==> config.mk <==
export PLATFORM = sky130hd
export DESIGN_NAME = assoc_cache
export DESIGN_NICKNAME = d
export VERILOG_FILES = /design/src/rtl/assoc_cache_pkg.sv /design/src/rtl/assoc_cache_way.sv /design/src/rtl/assoc_cache.sv
export SDC_FILE = /design/constraint.sdc
export NUM_CORES = 2
export LEC_CHECK = 0
export CORE_MARGIN = 2
export CORE_UTILIZATION = 45
export CTS_CLUSTER_SIZE = 30
export DETAILED_ROUTE_END_ITERATION = 8
export SETUP_SLACK_MARGIN = 0.5
export SLEW_MARGIN = 20
export SYNTH_ARGS = -nofsm -noshare
export SYNTH_HDL_FRONTEND = slang
export SYNTH_SLANG_ARGS = --single-unit
export TNS_END_PERCENT = 50
==> constraint.sdc <==
create_clock -name clk -period 5.1 [get_ports clk]
set_input_delay 1.02 -clock clk [delete_from_list [all_inputs] [get_ports clk]]
set_output_delay 1.02 -clock clk [all_outputs]
set_load 0.05 [all_outputs]
==> src/rtl/assoc_cache_pkg.sv <==
// Shared definitions for the set-associative cache.
// Holds FSM state encoding, replacement mode codes and address-split width helpers.
package assoc_cache_pkg;

    typedef enum logic [2:0] {
        IDLE,
        EVICT,
        WB,
        FILL,
        COMMIT
    } state_t;

    localparam int REPL_LRU = 0;
    localparam int REPL_RR  = 1;

    function automatic int off_bits(input int words);
        return $clog2(words) + 2;
    endfunction

    function automatic int idx_bits(input int sets);
        return $clog2(sets);
    endfunction

    function automatic int tag_bits(input int words, input int sets);
        return 32 - off_bits(words) - idx_bits(sets);
    endfunction

endpackage

==> src/rtl/assoc_cache_way.sv <==
// One way of the cache: valid/dirty/tag/data arrays, tag compare and line writes.
// Ports: idx/tag select and compare; wr_* writes one word (sets dirty); fill_* loads a clean line.
module cache_way #(
    parameter int SETS  = 4,
    parameter int WORDS = 4,
    parameter int TW    = 26,
    parameter int IA    = 2,
    parameter int WW    = 2
) (
    input  logic                   clk,
    input  logic                   rst,
    input  logic [IA-1:0]          idx,
    input  logic [TW-1:0]          tag,
    output logic                   hit,
    output logic                   valid,
    output logic                   dirty,
    output logic [TW-1:0]          line_tag,
    output logic [WORDS-1:0][31:0] line,
    input  logic                   wr_en,
    input  logic [WW-1:0]          wr_sel,
    input  logic [31:0]            wr_data,
    input  logic                   fill_en,
    input  logic [WORDS-1:0][31:0] fill_line
);

    logic [SETS-1:0]        v;
    logic [SETS-1:0]        d;
    logic [TW-1:0]          tags [SETS];
    logic [WORDS-1:0][31:0] data [SETS];

    always_ff @(posedge clk or posedge rst) begin
        if (rst) begin
            v <= '0;
            d <= '0;
        end else if (fill_en) begin
            v[idx] <= 1'b1;
            d[idx] <= 1'b0;
        end else if (wr_en) begin
            d[idx] <= 1'b1;
        end
    end

    // Tags and data are qualified by valid, so they carry no reset.
    always_ff @(posedge clk) begin
        if (fill_en) begin
            tags[idx] <= tag;
            data[idx] <= fill_line;
        end else if (wr_en) begin
            data[idx][wr_sel] <= wr_data;
        end
    end

    assign valid    = v[idx];
    assign dirty    = d[idx];
    assign line_tag = tags[idx];
    assign line     = data[idx];
    assign hit      = v[idx] && (tags[idx] == tag);

endmodule

==> src/rtl/assoc_cache.sv <==
// Write-back set-associative cache with LRU or per-set round-robin replacement.
// Ports: re/we/addr/din request, done/dout completion, mem_* backing memory, hit/tot counters.
module assoc_cache
    import assoc_cache_pkg::*;
#(
    parameter int WAYS  = 2,
    parameter int SETS  = 4,
    parameter int WORDS = 4,
    parameter int REPL  = REPL_LRU
) (
    input  logic        clk,
    input  logic        rst,
    input  logic        re,
    input  logic        we,
    input  logic [31:0] addr,
    input  logic [31:0] din,
    output logic        done,
    output logic [31:0] dout,
    output logic [31:0] mem_addr,
    output logic [31:0] mem_wdata,
    output logic        mem_we,
    input  logic [31:0] mem_rdata,
    output logic [31:0] hit_cnt,
    output logic [31:0] tot_cnt
);

    localparam int OFF = off_bits(WORDS);
    localparam int IW  = idx_bits(SETS);
    localparam int TW  = tag_bits(WORDS, SETS);
    localparam int IA  = (IW > 0) ? IW : 1;
    localparam int WW  = $clog2(WORDS);
    localparam int AW  = (WAYS > 1) ? $clog2(WAYS) : 1;
    localparam logic [WW:0] LAST = (WW+1)'(WORDS - 1);
    localparam logic [WW:0] FULL = (WW+1)'(WORDS);

    state_t                 state;
    logic [WW:0]            cnt;
    logic [WW:0]            nxt;
    logic [AW-1:0]          victim;
    logic [AW-1:0]          vic_c;
    logic [AW-1:0]          hit_way;
    logic                   hit_any;
    logic                   req;
    logic [31:0]            miss_cnt;
    logic [AW-1:0]          age [SETS][WAYS];
    logic [AW-1:0]          rr  [SETS];
    logic [WORDS-1:0][31:0] fill_buf;

    logic [IA-1:0]          idx;
    logic [TW-1:0]          tag;
    logic [WW-1:0]          word;

    logic [WAYS-1:0]        hit_w;
    logic [WAYS-1:0]        valid_w;
    logic [WAYS-1:0]        dirty_w;
    logic [WAYS-1:0]        wr_w;
    logic [WAYS-1:0]        fill_w;
    logic [TW-1:0]          vtag   [WAYS];
    logic [WORDS-1:0][31:0] line_w [WAYS];

    // Masking keeps the index zero when there is only one set.
    assign idx  = IA'((addr >> OFF) & 32'(SETS - 1));
    assign tag  = TW'(addr >> (OFF + IW));
    assign word = WW'(addr >> 2);
    assign nxt  = cnt + 1'b1;
    assign req  = re | we;

    function automatic logic [31:0] line_addr(
        input logic [TW-1:0] t,
        input logic [IA-1:0] s,
        input logic [WW:0]   k
    );
        return (32'(t) << (OFF + IW)) | (32'(s) << OFF) | (32'(k) << 2);
    endfunction

    for (genvar g = 0; g < WAYS; g++) begin : g_way
        assign wr_w[g]   = done && we && (hit_way == AW'(g));
        assign fill_w[g] = (state == COMMIT) && (victim == AW'(g));

        cache_way #(
            .SETS (SETS),
            .WORDS(WORDS),
            .TW   (TW),
            .IA   (IA),
            .WW   (WW)
        ) u_way (
            .clk      (clk),
            .rst      (rst),
            .idx      (idx),
            .tag      (tag),
            .hit      (hit_w[g]),
            .valid    (valid_w[g]),
            .dirty    (dirty_w[g]),
            .line_tag (vtag[g]),
            .line     (line_w[g]),
            .wr_en    (wr_w[g]),
            .wr_sel   (word),
            .wr_data  (din),
            .fill_en  (fill_w[g]),
            .fill_line(fill_buf)
        );
    end

    always_comb begin
        hit_any = 1'b0;
        hit_way = '0;
        for (int i = 0; i < WAYS; i++) begin
            if (hit_w[i] && !hit_any) begin
                hit_any = 1'b1;
                hit_way = AW'(i);
            end
        end
    end

    // Oldest age wins (lowest way on ties); any invalid way overrides.
    always_comb begin
        vic_c = '0;
        if (REPL == REPL_RR) begin
            vic_c = rr[idx];
        end else begin
            for (int i = 1; i < WAYS; i++)
                if (age[idx][i] > age[idx][vic_c]) vic_c = AW'(i);
        end
        for (int i = WAYS - 1; i >= 0; i--)
            if (!valid_w[i]) vic_c = AW'(i);
    end

    assign done    = (state == IDLE) && req && hit_any;
    assign dout    = line_w[hit_way][word];
    assign hit_cnt = tot_cnt - miss_cnt;

    always_ff @(posedge clk) begin
        if (state == FILL && cnt != '0)
            fill_buf[WW'(cnt - 1'b1)] <= mem_rdata;
    end

    always_ff @(posedge clk or posedge rst) begin
        if (rst) begin
            state     <= IDLE;
            cnt       <= '0;
            victim    <= '0;
            mem_addr  <= '0;
            mem_wdata <= '0;
            mem_we    <= 1'b0;
            miss_cnt  <= '0;
            tot_cnt   <= '0;
            for (int s = 0; s < SETS; s++) begin
                rr[s] <= '0;
                for (int w = 0; w < WAYS; w++) age[s][w] <= '0;
            end
        end else begin
            if (done) tot_cnt <= tot_cnt + 1'b1;
            unique case (state)
                IDLE: begin
                    if (req && !hit_any) begin
                        state    <= EVICT;
                        miss_cnt <= miss_cnt + 1'b1;
                    end else if (done && REPL == REPL_LRU) begin
                        // Ways no older than the hit way age by one, saturating.
                        for (int w = 0; w < WAYS; w++) begin
                            if (AW'(w) == hit_way)
                                age[idx][w] <= '0;
                            else if (age[idx][w] <= age[idx][hit_way] && age[idx][w] != '1)
                                age[idx][w] <= age[idx][w] + 1'b1;
                        end
                    end
                end
                EVICT: begin
                    victim <= vic_c;
                    cnt    <= '0;
                    if (valid_w[vic_c] && dirty_w[vic_c]) begin
                        state     <= WB;
                        mem_we    <= 1'b1;
                        mem_addr  <= line_addr(vtag[vic_c], idx, '0);
                        mem_wdata <= line_w[vic_c][0];
                    end else begin
                        state    <= FILL;
                        mem_addr <= line_addr(tag, idx, '0);
                    end
                end
                WB: begin
                    if (cnt == LAST) begin
                        state     <= FILL;
                        cnt       <= '0;
                        mem_we    <= 1'b0;
                        mem_wdata <= '0;
                        mem_addr  <= line_addr(tag, idx, '0);
                    end else begin
                        cnt       <= nxt;
                        mem_addr  <= line_addr(vtag[victim], idx, nxt);
                        mem_wdata <= line_w[victim][WW'(nxt)];
                    end
                end
                FILL: begin
                    if (cnt == FULL) begin
                        state    <= COMMIT;
                        cnt      <= '0;
                        mem_addr <= '0;
                    end else begin
                        cnt      <= nxt;
                        mem_addr <= (cnt == LAST) ? '0 : line_addr(tag, idx, nxt);
                    end
                end
                COMMIT: begin
                    state <= IDLE;
                    if (REPL == REPL_RR)
                        rr[idx] <= AW'((32'(victim) + 1) % WAYS);
                end
                default: state <= IDLE;
            endcase
        end
    end

endmodule
After elaboration in Yosys (flattened, before gate mapping)
Memory sizes are Yosys's and may differ from the RTL's.
Index checks and enable logic that the tools add are counted.

storage, ports and cells
  memories kept = 4
  bits in registers = 288
  ROM bits = 0
  memory bits (writable) = 1232
  bits in latches = 0
  logic and storage cells = 729
  output and inout port bits = 162
  bits of input ports = 100

cells by class
  magnitude comparators = 16
  div/mod/pow operators = 0
  reduce and logical (&&, ||, !) cells = 32
  muxes and demuxes = 352
  shift-type cells = 0
  multiply operators = 0
  $add $sub $neg = 7
  equal/unequal tests = 12
  bitwise logic cells = 282

memory list
  memory               words  width  rd ports  clocked after memory_dff  wr ports  RTL line               RTL
  g_way[0].u_way.data  4      128    1         0                         1         assoc_cache_way.sv:29  logic [WORDS-1:0][31:0] data [SETS];
  g_way[1].u_way.data  4      128    1         0                         1         assoc_cache_way.sv:29
  g_way[0].u_way.tags  4      26     1         0                         1         assoc_cache_way.sv:28  logic [TW-1:0] tags [SETS];
  g_way[1].u_way.tags  4      26     1         0                         1         assoc_cache_way.sv:28

operators with widths
  kind                                                                   number
  128-bit 2-to-1 mux                                                     8
  32-bit 2-to-1 mux                                                      13
  1-bit 2-to-1 mux                                                       286
  1-bit bitwise OR                                                       257
  26-bit 2-to-1 mux                                                      6
  32-bit binary-select mux with 2-bit select                             2
  128-bit bitwise mux                                                    1
  32-bit demux with 2-bit select                                         2
  32-bit by 6-bit bitwise OR with 32-bit output                          3
  32-bit case mux with 3 select lines                                    1
  32-bit by 1-bit adder with 32-bit output (second input constant)       2
  32-bit by 5-bit bitwise OR with 32-bit output                          2
  32-bit case mux with 2 select lines                                    1
  8-bit 2-to-1 mux                                                       7
  26-bit equality test                                                   2
  32-bit subtractor                                                      1
  1-bit logical AND                                                      19
  8-bit bitwise AND                                                      2
  8-bit bitwise mux                                                      2
  4-bit 2-to-1 mux                                                       4
  8-bit NOT                                                              2
  4-bit bitwise OR                                                       4
  3-bit 2-to-1 mux                                                       5
  2-bit by 3-bit < comparator with 1-bit output (second input constant)  4
  other kinds (34)                                                       65

Logic depth before layout (Yosys ltp)
  depth after elaboration = 21
  gate-level depth with buffers = 15
  gate-level depth less buffers = 12

Hierarchy
Synthesis repeated with hierarchy kept, for this count alone.

second synthesis, totals
  cells, all modules = 3583
  area, all modules = 66008.3 µm²

modules (own cells, without submodules)
  module                       area an instance (µm²)  instances  cells an instance  seq. area each (µm²)
  cache_way at g_way[0].u_way  24708.7                 1          1082               18697.9
  cache_way at g_way[1].u_way  24697.4                 1          1086               18697.9
  assoc_cache                  16602.2                 1          1415               7397.1

Worst setup path before layout
Ideal clock, no wire load.

  path type = input port to flip-flop
  start = input addr[4]
  end = memory g_way[1].u_way.data[0][100] (netlist name) (enable)
  required time = 4679 ps
  arrival = 4864 ps
  slack = -185 ps
  cell stages on the path = 13
  buffers on the path = 4
  library setup time = 421 ps
  path through = buf_4 buf_4 mux4_2 a21boi_0 nand2_1 a211oi_1 nand3_1 nor2b_1 buf_2 nand4_2 buf_4 and2_1 nor2_1

between the ends
  cells in the longest elaborated chain, start to end = 14
  elaborated cells on any way between the ends = 22
  those cells by class = eq/ne: 2; mux: 10; bitwise: 1; reduce/logical: 7; memory: 2

RTL lines
  element                                                                         RTL line               RTL
  from (decl)                                                                     assoc_cache.sv:15      input logic [31:0] addr,
  memory 4 x 26 bit or 1-bit binary-select mux with 2-bit select (tied branches)  --
  26-bit equality test or 1-bit 2-to-1 mux (tied branches)                        assoc_cache_way.sv:57  assign hit = v[idx] && (tags[idx] == tag);
  1-bit logical AND                                                               assoc_cache_way.sv:57
  1-bit 2-to-1 mux                                                                assoc_cache.sv:108     if (hit_w[i] && !hit_any) begin
  1-bit zero test                                                                 assoc_cache.sv:108
  1-bit logical AND                                                               assoc_cache.sv:108
  1-bit 2-to-1 mux                                                                assoc_cache.sv:108
  1-bit logical AND                                                               assoc_cache.sv:128     assign done = (state == IDLE) && req && hit_any;
  1-bit logical AND (2 in a row)                                                  assoc_cache.sv:77      assign wr_w[g] = done && we && (hit_way == AW'(g));
  1-bit 2-to-1 mux                                                                assoc_cache_way.sv:48  end else if (wr_en) begin
  1-bit 2-to-1 mux                                                                assoc_cache_way.sv:45  if (fill_en) begin
  128-bit 2-to-1 mux (not written as such)                                        assoc_cache_way.sv:49  data[idx][wr_sel] <= wr_data;
  1-bit bitwise OR (no line)                                                      --
  to (decl)                                                                       assoc_cache_way.sv:29

Several ways; a longest one is shown, not always the timed one. The select of a mux whose other input is x is not followed.

Final worst setup path
  start = input addr[4]
  end = output dout[30]

between the ends
  cells in the longest elaborated chain, start to end = 13
  elaborated cells on any way between the ends = 22
  those cells by class = eq/ne: 2; mux: 11; bitwise: 1; reduce/logical: 4; memory: 4

RTL lines
  element                                                                         RTL line               RTL
  memory 4 x 26 bit or 1-bit binary-select mux with 2-bit select (tied branches)  --
  26-bit equality test or 1-bit 2-to-1 mux (tied branches)                        assoc_cache_way.sv:57
  1-bit logical AND                                                               assoc_cache_way.sv:57
  1-bit 2-to-1 mux                                                                assoc_cache.sv:108
  1-bit zero test                                                                 assoc_cache.sv:108
  1-bit logical AND                                                               assoc_cache.sv:108
  1-bit 2-to-1 mux                                                                assoc_cache.sv:108
  1-bit NOT with 2-bit output (not written as such)                               assoc_cache.sv:129     assign dout = line_w[hit_way][word];
  128-bit 2-to-1 mux (not written as such) (*) (3 in a row)                       assoc_cache.sv:129
  32-bit binary-select mux with 2-bit select (*)                                  assoc_cache.sv:129
  32-bit 2-to-1 mux (not written as such) (*)                                     assoc_cache.sv:129
  to (decl)                                                                       assoc_cache.sv:18      output logic [31:0] dout,

Mark *: on every way between the ends. The rest lies on a longest branch, timed or not. The select of a mux whose other input is x is not followed.

==> results.cfg <==
[outcome]
status = completed

[floorplan]
chipWidth_um = 387.6
io-pin-count = 262
rows = 140
chipHeight_um = 387.6
fp.dieArea_um2 = 150200
fp.coreArea_um2 = 145900
start_util = 0.4538

[place]
place_ws_ns = -0.1580
post-dp-hpwl_mm = 118.9
gp_congestion = 0.8292
portBuffers = 257

[power]
power.share.switching = 0.2943
combPwrFrac = 0.218
power.density_nw_per_um2 = 415.3
power.switching_mw = 9.836
intPower_mw = 23.59
vdd_drop_max_v = 0.0004410
seqPwrFrac = 0.439
clkPwrFrac = 0.343
leakagePower_nw = 26.98

[synth]
synthFlopType = edfxtp_1
postSynthCellCount = 3609
synth_top_area_cell = edfxtp_1
ys_types = 70
ys_warn_count = 0
synth_top_area_frac = 0.6167
async_reset_ff_frac = 0.1041
ys_seq_area_frac = 0.6764
synth.most_common_cell = edfxtp_1
synth_edf_count = 1360
synth_area_leaders = edfxtp_1 (62%), mux4_2 (15%), dfrtp_1 (6.0%)
ys_ff_latch = 1518
syn_area_per_cell_um2 = 18.35
synthesis.area_um2 = 66220
synth_commonest_cells = edfxtp_1 (1360), mux4_2 (433), mux2_2 (275)

[sta]
rsz0062_at_grt = yes
clock.fmax_mhz = 197.5
timing.final.ws_setup_ns = 0.03741
setup_viol = 0
layout_min_cycle_time_ns = 5.063
max-slew-margin-rel = 0.2802
setup_tns_ns = 0
clock_skew_ns = 0.03976
hold_viol = 0
worst_pin_slew_ns = 1.080
fin_crit_sh = 0.9927
final_max_slew_viol_count = 0

[cells_and_area]
area_delta_synth_final_pct = 21.54
final_core_util = 0.5516
drive_gt1_frac = 0.3432
nets = 4333

[cts]
cts_buffer_depth = 3
htreeDepth = 4
cts_made_buffers = 161
cts_tree = built
clk-insertion-delay-late_ns = 0.82
cts.sinks = 1518
clkTransAtPathRegs_ns = 0.06
clock-root-buffer = clkbuf_16

[route]
ant_nets = 0
drc = 0
vias = 37390
drt_wl_total_mm = 190.5
wl_met3_mm = 13.01
top_layer = met4
post_drt_wl_per_cell_um = 30.53
dr.pass1.iters = 5
vias_per_cell = 5.990
met1Wirelength_mm = 79.25
drt_iter0_markers = 3581
route.met2.wl_mm = 93.93

[setup_path]
end_kind = primary output
r2r_setup_slack_ns = 1.20
cp_max_fo = 7
path_class = in2out
start_kind = primary input
crit_arrival_ns = 4.04
worstPathRequired_ns = 4.08

[run]
drv_cap = 0

[global_routing]
track_usage = 0.2541
grt_max_degree = 92
antenna_found_initial = 5
grt_pass1_wl_mm = 272.5
grt_pass1_vias = 37610
grt_overflow = 0

[worst_hold_path]
min_path_type = reg2reg
[layout by cell type, fill, tap and decap left out, types with 25 or more instances in the layout]
| cell type | count |
|---|---|
| a21oi_1 | 103 |
| buf_12 | 101 |
| buf_4 | 268 |
| buf_6 | 28 |
| clkbuf_1 | 53 |
| clkbuf_16 | 163 |
| clkdlybuf4s50_1 | 201 |
| dfrtp_1 | 151 |
| edfxtp_1 | 1360 |
| ha_1 | 31 |
| inv_1 | 53 |
| mux2_1 | 60 |
| mux2_2 | 258 |
| mux2i_1 | 74 |
| mux4_2 | 433 |
| nand2_1 | 145 |
| nand3_1 | 28 |
| nand4_1 | 32 |
| nor2_1 | 111 |
| nor2_4 | 44 |
| nor3_1 | 25 |
| o21ai_0 | 97 |
| xnor2_1 | 108 |
[critical path, stage by stage]
cell	delay, ns
buf_16	0.13
buf_16	0.15
buf_12	0.13
mux4_2	0.54
xnor2_2	0.23
nand4_1	0.23
a211oi_2	0.28
buf_4	0.16
nand4_1	0.09
nor2b_4	0.16
buf_12	0.16
buf_16	0.18
mux2_4	0.36
buf_8	0.17
[layout make-up]
| type | instances | area, um2 |
|---|---|---|
| Fill cell | 11360 | 65430 |
| Sequential cell | 1518 | 44810 |
| Multi-Input combinational cell | 1831 | 21130 |
| Timing Repair Buffer | 621 | 6779 |
| Clock buffer | 220 | 4322 |
| Tap cell | 1917 | 2399 |
| Clock inverter | 75 | 820.8 |
| Inverter | 59 | 225.2 |
| Antenna cell | 1 | 2.502 |
[power by group through the flow]
| stage | logic [mW] | clock network [mW] | registers [mW] |
|---|---|---|---|
| 4_1_cts | 7.32 | 11.6 | 14.7 |
| 6_report | 7.30 | 11.5 | 14.7 |
| 3_5_place_dp | 7.19 | 0 | 14.9 |
| 2_1_floorplan | 3.60 | 0 | 15.5 |
| 5_1_grt | 7.72 | 12.1 | 14.7 |
| 3_3_place_gp | 7.15 | 0 | 14.9 |
[registers in the layout (all words and copies together), names as in the netlist, named ones only]
register and cells:
g_way.u_way.v 8, state 3, fill_buf 128, mem_wdata 32
g_way.u_way.tags 208, miss_cnt 32, cnt 3, g_way.u_way.data 1024
tot_cnt 32, mem_we 1, victim 1, mem_addr 30
age 8
[per-stage QoR]
step | hold slack [ns] | instances | power (mW) | instance area, um2
floorplan | 0.4337 | 3610 | 19.10 | 66260
global placement | 0.4460 | 5908 | 22.07 | 74250
detailed placement | 0.4497 | 5908 | 22.12 | 74250
CTS | 0.4676 | 6235 | 33.62 | 80210
global route | 0.4829 | 6242 | 34.56 | 80480
finish | 0.4696 | 6242 | 33.42 | 80480
[kinds of logic (layout without fill, tap and decap cells)]
kind of cell | Yosys count | in the layout | synth area share
adders and majority gates | 41 | 41 | 0.007860
other | 1 | 3 | 0.00005663
muxes | 844 | 844 | 0.2157
xor gates and xnor gates | 137 | 137 | 0.01812
AOI/OAI and AO/OA | 326 | 326 | 0.03033
and+or+nand+nor | 481 | 481 | 0.03382
buffers and inverters | 261 | 975 | 0.01765
DFF | 1518 | 1518 | 0.6764
[repair_timing]
action,in CTS,in global routing
pin swaps,23,7
gates cloned,3,1
endpoints found under the setup margin,57,53
setup buffers,29,5
hold buffers,0,0
resized for setup,140,38
[per-layer routing]
metal	global-route usage	up-vias
met3	0.04141	235
met4	0.06563	0
met1	0.3524	19910
met2	0.4203	1467
met5	0	-
li1	-	15780
[final timing paths]
| kind | to | from | depth (start not counted) |
|---|---|---|---|
| setup / recovery | dout[30] | addr[4] | 14 |
| hold / removal | g_way[0].u_way.v[2] | g_way[0].u_way.v[2] | 1 |
| setup reg to reg | g_way[1].u_way.data[0][38] | g_way[1].u_way.tags[2][14] | 14 |
| hold reg to reg | g_way[0].u_way.v[2] | g_way[0].u_way.v[2] | 1 |
| max in group asynchronous | mem_wdata[14] | rst | 3 |
| min in group asynchronous | tot_cnt[25] | rst | 2 |
No activity file was read; power rests on OpenSTA's default activity.
